### src/rtl/imem_loader.sv
// Framed byte-stream loader for the instruction memory: LEN_HI, LEN_LO, 4*N payload bytes, CSUM.
// Packs bytes big-endian into words, writes them at consecutive addresses and holds the core in reset while loading.
module imem_loader #(
  parameter logic [31:0] BASE_ADDR = 32'h0000_0000,
  parameter int          MAX_WORDS = 250
) (
  input  logic        clk,
  input  logic        rst_n,
  input  logic        start,
  input  logic        in_valid,
  input  logic [7:0]  in_byte,
  output logic        in_ready,
  output logic        mem_we,
  output logic [31:0] mem_addr,
  output logic [31:0] mem_wdata,
  output logic        hold,
  output logic        done,
  output logic        err,
  output logic [15:0] words_written
);

  localparam logic [2:0] S_IDLE   = 3'd0;
  localparam logic [2:0] S_LEN_HI = 3'd1;
  localparam logic [2:0] S_LEN_LO = 3'd2;
  localparam logic [2:0] S_DATA   = 3'd3;
  localparam logic [2:0] S_WRITE  = 3'd4;
  localparam logic [2:0] S_CSUM   = 3'd5;
  localparam logic [2:0] S_DONE   = 3'd6;
  localparam logic [2:0] S_ERR    = 3'd7;

  localparam logic [15:0] MAX_W = 16'(MAX_WORDS);

  logic [2:0]  state_reg, state_next;
  logic [7:0]  len_hi_reg, len_hi_next;
  logic [15:0] len_reg, len_next;
  logic [7:0]  sum_reg, sum_next;
  logic [1:0]  idx_reg, idx_next;
  logic [15:0] words_reg, words_next;
  logic        in_ready_reg, in_ready_next;
  logic        mem_we_reg, mem_we_next;
  logic [31:0] mem_addr_reg, mem_addr_next;
  logic [31:0] mem_wdata_reg, mem_wdata_next;
  logic        hold_reg, hold_next;
  logic        done_reg, done_next;
  logic        err_reg, err_next;

  logic [23:0] lane_reg, lane_next;
  logic        xfer;
  logic        shift_en;
  logic [15:0] len_full;
  logic [15:0] words_inc;

  assign xfer      = in_valid & in_ready_reg;
  assign shift_en  = xfer && (state_reg == S_DATA);
  assign len_full  = {len_hi_reg, in_byte};
  assign words_inc = 16'(words_reg + 16'd1);

  // Byte lanes of the word being assembled; lane 0 holds the most recent byte.
  genvar gi;
  generate
    for (gi = 0; gi < 3; gi++) begin : g_lane
      if (gi == 0) begin : g_first
        assign lane_next[7:0] = shift_en ? in_byte : lane_reg[7:0];
      end else begin : g_rest
        assign lane_next[gi*8 +: 8] = shift_en ? lane_reg[(gi-1)*8 +: 8] : lane_reg[gi*8 +: 8];
      end
    end
  endgenerate

  always_comb begin
    state_next     = state_reg;
    len_hi_next    = len_hi_reg;
    len_next       = len_reg;
    sum_next       = sum_reg;
    idx_next       = idx_reg;
    words_next     = words_reg;
    mem_we_next    = 1'b0;
    mem_addr_next  = mem_addr_reg;
    mem_wdata_next = mem_wdata_reg;
    hold_next      = hold_reg;
    done_next      = done_reg;
    err_next       = err_reg;

    case (state_reg)
      S_IDLE, S_DONE, S_ERR: begin
        if (start) begin
          state_next = S_LEN_HI;
          done_next  = 1'b0;
          err_next   = 1'b0;
          words_next = 16'd0;
          sum_next   = 8'd0;
          idx_next   = 2'd0;
          hold_next  = 1'b1;
        end
      end
      S_LEN_HI: begin
        if (xfer) begin
          len_hi_next = in_byte;
          sum_next    = 8'(sum_reg + in_byte);
          state_next  = S_LEN_LO;
        end
      end
      S_LEN_LO: begin
        if (xfer) begin
          len_next = len_full;
          sum_next = 8'(sum_reg + in_byte);
          if (len_full > MAX_W) begin
            state_next = S_ERR;
            err_next   = 1'b1;
            hold_next  = 1'b0;
          end else if (len_full == 16'd0) begin
            state_next = S_CSUM;
          end else begin
            state_next = S_DATA;
          end
        end
      end
      S_DATA: begin
        if (xfer) begin
          sum_next = 8'(sum_reg + in_byte);
          idx_next = 2'(idx_reg + 2'd1);
          if (idx_reg == 2'd3) begin
            state_next     = S_WRITE;
            mem_we_next    = 1'b1;
            mem_addr_next  = BASE_ADDR + {14'd0, words_reg, 2'b00};
            mem_wdata_next = {lane_reg, in_byte};
          end
        end
      end
      S_WRITE: begin
        words_next = words_inc;
        state_next = (words_inc == len_reg) ? S_CSUM : S_DATA;
      end
      S_CSUM: begin
        if (xfer) begin
          hold_next = 1'b0;
          if (in_byte == sum_reg) begin
            state_next = S_DONE;
            done_next  = 1'b1;
          end else begin
            state_next = S_ERR;
            err_next   = 1'b1;
          end
        end
      end
      default: state_next = S_IDLE;
    endcase

    // Registered ready: decoded from the state being entered.
    in_ready_next = (state_next == S_LEN_HI) || (state_next == S_LEN_LO) ||
                    (state_next == S_DATA)   || (state_next == S_CSUM);
  end

  always_ff @(posedge clk or negedge rst_n) begin
    if (!rst_n) begin
      state_reg     <= S_IDLE;
      len_hi_reg    <= 8'd0;
      len_reg       <= 16'd0;
      sum_reg       <= 8'd0;
      idx_reg       <= 2'd0;
      words_reg     <= 16'd0;
      lane_reg      <= 24'd0;
      in_ready_reg  <= 1'b0;
      mem_we_reg    <= 1'b0;
      mem_addr_reg  <= BASE_ADDR;
      mem_wdata_reg <= 32'd0;
      hold_reg      <= 1'b0;
      done_reg      <= 1'b0;
      err_reg       <= 1'b0;
    end else begin
      state_reg     <= state_next;
      len_hi_reg    <= len_hi_next;
      len_reg       <= len_next;
      sum_reg       <= sum_next;
      idx_reg       <= idx_next;
      words_reg     <= words_next;
      lane_reg      <= lane_next;
      in_ready_reg  <= in_ready_next;
      mem_we_reg    <= mem_we_next;
      mem_addr_reg  <= mem_addr_next;
      mem_wdata_reg <= mem_wdata_next;
      hold_reg      <= hold_next;
      done_reg      <= done_next;
      err_reg       <= err_next;
    end
  end

  assign in_ready      = in_ready_reg;
  assign mem_we        = mem_we_reg;
  assign mem_addr      = mem_addr_reg;
  assign mem_wdata     = mem_wdata_reg;
  assign hold          = hold_reg;
  assign done          = done_reg;
  assign err           = err_reg;
  assign words_written = words_reg;

endmodule

### config.mk
export PLATFORM = sky130hd
export DESIGN_NAME = imem_loader
export DESIGN_NICKNAME = d
export VERILOG_FILES = /design/src/rtl/imem_loader.sv
export SDC_FILE = /design/constraint.sdc
export NUM_CORES = 1
export LEC_CHECK = 0
export ABC_AREA = 1
export CORE_ASPECT_RATIO = 1.25
export CORE_MARGIN = 5
export CORE_UTILIZATION = 25
export CTS_CLUSTER_SIZE = 40
export DETAILED_ROUTE_END_ITERATION = 8
export PLACE_DENSITY_LB_ADDON = 0.08
export SYNTH_ARGS = -nofsm -noshare
export SYNTH_HDL_FRONTEND = slang
export SYNTH_SLANG_ARGS = --single-unit
### constraint.sdc
create_clock -name clk -period 5.96 [get_ports clk]
set_input_delay 1.192 -clock clk [delete_from_list [all_inputs] [get_ports clk]]
set_output_delay 1.192 -clock clk [all_outputs]
set_load 0.01 [all_outputs]
* Word-level counts from Yosys, hierarchy flattened
Cells that the tools add are included.
** Word-level totals
- Bits in registers :: 130
- Output and inout bits :: 85
- Logic and storage cells :: 99
** Cells by class
- Add/sub/neg operators :: 3
- $lt $le $gt $ge :: 1
- Eq/ne operators :: 22
- Mux-type cells :: 36
- Bitwise operators :: 1
- Reductions and logical operators :: 22
** Operators by type and width (number)
- 16-bit one-hot mux with 2 select lines :: 1
- 3-bit two-way mux :: 9
- 3-bit one-hot mux with 6 select lines :: 1
- 16-bit by 1-bit adder with 16-bit output, second input constant :: 1
- 16-bit == test :: 1
- 16-bit by 8-bit > comparator with 1-bit output, second input constant :: 1
- 16-bit logical NOT :: 1
- 16-bit two-way mux :: 1
- 8-bit two-way mux :: 2
- 8-bit one-hot mux with 2 select lines :: 1
- 3-bit == test, second input constant :: 5
- 1-bit two-way mux :: 15
- 2-bit inequality test, second input constant :: 7
- 3-bit by 2-bit == test with 1-bit output, second input constant :: 4
- 3-bit AND reduction :: 3
- 8-bit adder :: 1
- 8-bit == test :: 1
- 2-bit nonzero test :: 4
- 3-bit by 1-bit == test with 1-bit output, second input constant :: 2
- 1-bit one-hot mux with 3 select lines :: 2
- 2-bit AND reduction :: 3
- 6-bit AND reduction :: 1
- 3-bit OR reduction :: 2
- 5-bit AND reduction :: 1
- other kinds (12) :: 15

* Depth between registers and ports, before layout
- Depth in word-level cells :: 9
- Depth in mapped cells :: 16

* Worst setup path after synthesis
OpenSTA, ideal clock, no wires.
- Kind :: input to register
- From :: input in_byte[2]
- To :: register sum_reg[7]
- Library setup time :: 0.118 ns
- Arrival :: 2.600 ns
- Slack :: 3.243 ns
- Stages on the path :: 12
- Cell sequence :: ha_1 > a21oi_1 > nand2_1 > nand2_1 > nand2_1 > a21oi_1 > nor2_1 > o21ai_0 > nand2_1 > or2_2 > nand3_1 > nand2_1
** Between the ends
- Word-level cells in the longest chain between the ends :: 3
** Ends and longest elaborated chain
- from (decl) :: line 11 : input logic [7:0] in_byte,
- 8-bit adder :: line 99, 106, 120
- 8-bit two-way mux :: line 97, 104, 119
- 8-bit one-hot mux with 2 select lines :: line 84 : case (state_reg)
- to (signal assigned) :: line 174 : sum_reg <= sum_next;
- to (decl) :: line 36 : logic [7:0] sum_reg, sum_next;
Every way passes these cells. The select of a mux whose other input is x is not followed.
A chain may end at the register's enable or synchronous reset.

* Worst setup path after layout
- From :: input in_valid
- To :: register mem_addr_reg[6] (netlist: mem_addr[6])
** Between the ends
- Word-level cells in the longest chain between the ends :: 2
** Ends and longest elaborated chain
- from (decl) :: line 10 : input logic in_valid,
- 1-bit AND :: line 53 : assign xfer = in_valid & in_ready_reg;
- 3-bit AND reduction (no source line)
- to (signal assigned) :: line 180 : mem_addr_reg <= mem_addr_next;
- to (decl) :: line 41 : logic [31:0] mem_addr_reg, mem_addr_next;
Every way passes these cells.

==> results.md <==
- The final global-route overflow total is 0.
- The source of the worst hold timing path is lane_reg[13].
- The aggregate negative setup slack is 0 ns.
- In the finished design, the share of the clock period the worst path needs comes to 0.5169.
- At the end of routability-driven placement, the weighted congestion stood at between 0.8 and 0.9.
- The final core utilization is 0.3238.
- The post-cts gate resize count is 0.
- IR analysis of the VDD net gives a maximum drop of about 0.21 mV.
- The library cells used most frequently in the layout, excluding fill and tap cells, are sky130_fd_sc_hd__nand2_1, sky130_fd_sc_hd__dfrtp_1, sky130_fd_sc_hd__o21ai_0, sky130_fd_sc_hd__clkdlybuf4s50_1, sky130_fd_sc_hd__inv_1.
- The area growth from synthesis to layout is 27.88%.
- The total power consumption of the routed design is approximately 3.7 mW.
- In this run the cell area of the synthesized design comes to 0.006183 mm².
- The wire-length estimate of the detail-placed layout is 12,530 µm.
- The count of hold buffers inserted by post-cts repair is 0.
- The clock slew seen by the registers of the worst setup and hold paths is ~0.060 ns.
- The min-delay analysis places its worst path in the category reg -> reg.
- The number of ports placed on the die boundary is 97.
- The total clock buffers created by CTS is 17.
- Synthesis handed over a netlist of around 750 instances.
- Leaving out fill and tap cells, the most frequent cell in the layout is sky130_fd_sc_hd__nand2_1.
- Wires add up to between 15,000 and 20,000 µm.
- The worst setup path is of the in -> reg kind.
- The register with the most flip-flops in the layout has 32 of them.
- Once placement completed, the tool counted placed cells totaling 1,137.
- The proportion of register bits with asynchronous set or reset after synthesis is 1.000.
- Setup violations remaining at the end of the flow were counted as 0.
- From bottom edge to top edge, the die measures between 150 and 200 µm.
- The H-tree depth is 4.
- Once detail routing completed, the nets flagged for antenna violations numbered 0.
- The maximum number of pins on one net before global-route repair is 84.
- The leakage dissipation is 3.525 nW.
- The clock reaches the later pin of the worst-skew pair after ~0.4 ns.
- The detailed router finished its first iteration with around 320 violations.
- The floorplan die width is 150.7 µm.
- The most critical setup path has its startpoint at in_valid.
- The worst path in the final design needs a cycle of about 3 ns, including I/O delays and setup.
- The number of library cell types mapped by synthesis is 33.
- The final net count is 848.
- Before antenna repair, the detailed router went through 4 iterations.
- The worst hold slack across all endpoints is between 0.4 and 0.5 ns.
- Buffers placed on the I/O ports in this run total 80.
- The achievable frequency is between 300 and 400 MHz.
- Fill cells in the final layout number approximately 2,600.
- Among all flip-flop cells after synthesis, the most frequent one is sky130_fd_sc_hd__dfrtp_1.
- The via density per instance is 4.292.
- The data required time at the worst endpoint is approximately 6.2 ns.
- Setup repair after global routing left no endpoint under its margin.
- Counting flops and latches in the post-synthesis netlist gives 130.
- The number of hold-slack violations in the final timing report is 0.
- The count of cells in the finished layout, fillers not included, comes to roughly 1,200.
- The worst setup path is launched from an input pin.
- The number of warnings reported in the yosys synthesis log is 0.
- Averaged over all synthesized cells, the footprint is 8.300 µm².
- The repair_antennas step left the layout with diodes totalling 0.
- No sink is reached through more buffers than the 2 on the longest clock path.
- Data on the critical path arrives at its endpoint at 3.35 ns.
- The number of antenna violations at the first check in global routing came to 0.
- The cell sitting at the root of the clock tree is a sky130_fd_sc_hd__clkbuf_16.
- For this run, the register share of the synthesized area comes to 0.5261.
- Clock tree synthesis found a total of 130 sinks.
- Once the clock tree was built, the setup fixing pass inserted 0 buffers.
- The vias after detailed routing is around 5,000.
- The area of the core is between 0.02 and 0.025 mm².
- The number of remaining DRC errors is 0.
- The initial utilization of the core area, before any placement, comes to 0.2532.
- The number of global-route vias before repair was 4,979.
- Measured against its own limit, the worst slew margin works out to 0.4592.
- The maximum fanout count along the critical path is 49.
- Across the run, the number of max-cap violations was 0.
- The area enclosed by the die boundary is roughly 0.028 mm².
- For the pin with the worst max-slew slack, the measured transition is between 0.8 and 0.9 ns.
- After detailed routing, the average wire length per cell comes to ~15 µm.
- STA classifies the critical path endpoint as a flip-flop.
- In this run the power density over the cells is 469.2 mW/mm².
- The final clock skew is around 0.0066 ns.
- The first-pass GRT wire length is around 28,000 µm.
- The flow ran to the end, and the final reports show no timing, DRC or antenna violations.
- In this run the core area contains 64 standard-cell rows.
- TritonCTS built the clock tree.
- In the final layout, the share of cells above drive strength 1 is 0.08711.
- The global-route total usage across every layer is 0.1280.
- The startpoint of the worst-slack reg-to-reg timing path is in_ready.
- Yosys mapped a number of flops with a built-in enable equal to 0.
- The max-slew violation count is 0.
==> cell usage after synthesis (2+ instances only) <==
cell / n / area share
sky130_fd_sc_hd__inv_1: 78 / 0.047
sky130_fd_sc_hd__nand2_2: 8 / 0.0081
sky130_fd_sc_hd__a21oi_1: 9 / 0.0073
sky130_fd_sc_hd__buf_2: 11 / 0.0089
sky130_fd_sc_hd__nor2_2: 6 / 0.0061
sky130_fd_sc_hd__dfrtp_1: 130 / 0.53
sky130_fd_sc_hd__nor4_1: 3 / 0.0030
sky130_fd_sc_hd__buf_4: 18 / 0.022
sky130_fd_sc_hd__o21ai_2: 3 / 0.0043
sky130_fd_sc_hd__o21ai_1: 15 / 0.012
sky130_fd_sc_hd__nand3_2: 2 / 0.0032
sky130_fd_sc_hd__nand3_1: 35 / 0.028
sky130_fd_sc_hd__or2_2: 3 / 0.0030
sky130_fd_sc_hd__nand4_1: 15 / 0.015
sky130_fd_sc_hd__xnor2_1: 2 / 0.0028
sky130_fd_sc_hd__nand3b_1: 5 / 0.0061
sky130_fd_sc_hd__inv_2: 7 / 0.0043
sky130_fd_sc_hd__nor3_1: 3 / 0.0024
sky130_fd_sc_hd__clkbuf_1: 9 / 0.0055
sky130_fd_sc_hd__o21a_1: 2 / 0.0024
sky130_fd_sc_hd__ha_1: 9 / 0.018
sky130_fd_sc_hd__nor2_4: 5 / 0.0091
sky130_fd_sc_hd__o22ai_1: 9 / 0.0091
sky130_fd_sc_hd__o21ai_0: 102 / 0.083
sky130_fd_sc_hd__nand2_1: 208 / 0.13
sky130_fd_sc_hd__nor2_1: 41 / 0.025
==> final cells by class <==
| type | count | area (µm²) | share of cell area |
|---|---|---|---|
| Clock inverter | 9 | 152.6 | 0.01930 |
| Inverter | 85 | 319.1 | 0.04035 |
| Tap cell | 330 | 412.9 | 0.05222 |
| Timing Repair Buffer | 85 | 839.6 | 0.1062 |
| Clock buffer | 22 | 484.2 | 0.06123 |
| Sequential cell | 130 | 3253 | 0.4114 |
| Multi-Input combinational cell | 507 | 2446 | 0.3093 |
==> power breakdown <==
| part | internal [mW] | switching, mW |
|---|---|---|
| Clock | 0.741 | 0.390 |
| Combinational | 0.512 | 0.657 |
| Sequential | 1.20 | 0.210 |
==> per-layer routing <==
metal	GRT usage	wire (µm)	vias up	share of wire
met2	0.2017	8136	95	0.47
met5	0	0	-	0
met1	0.1767	8257	2360	0.48
met3	0.02703	571	14	0.033
li1	-	-	2544	-
met4	0.04028	193	0	0.011
==> stage by stage <==
| step | instance area [µm²] | setup WS (ns) |
|---|---|---|
| 2_1_floorplan | 6240 | 3.243 |
| 3_3_place_gp | 7271 | 2.503 |
| 3_5_place_dp | 7271 | 2.436 |
| 4_1_cts | 7908 | 2.871 |
| 5_1_grt | 7908 | 2.620 |
| 6_report | 7908 | 2.880 |
==> logic make-up after synthesis <==
family,count (synthesis),share of synthesized area
AOI/OAI and AO/OA,142,0.1206
xor gates and xnor gates,3,0.004250
adders and majority gates,10,0.02145
buffers and inverters,123,0.08782
DFF,130,0.5261
other,1,0.0006065
and+or+nand+nor,336,0.2392
==> path summary, 6_finish.rpt <==
path / cells past startpoint / slack [ns] / endpoint
worst max-delay path: 8 / 2.88 / mem_addr[6]
worst min-delay path: 2 / 0.48 / lane_reg[21]
worst max register to register: 7 / 3.64 / mem_addr[6]
worst min register to register: 2 / 0.48 / lane_reg[21]
max in group asynchronous: 2 / 3.95 / mem_addr[6]
min in group asynchronous: 1 / 0.82 / idx_reg[1]
==> critical path: stages <==
cell	delay, ns
sky130_fd_sc_hd__clkdlybuf4s50_1	0.39
sky130_fd_sc_hd__nand2_1	0.23
sky130_fd_sc_hd__nor2_1	0.13
sky130_fd_sc_hd__inv_1	0.08
sky130_fd_sc_hd__nor2_2	0.05
sky130_fd_sc_hd__inv_2	0.58
sky130_fd_sc_hd__buf_4	0.50
sky130_fd_sc_hd__o21ai_0	0.14
Note: power is estimated with default switching activity, not from simulation.
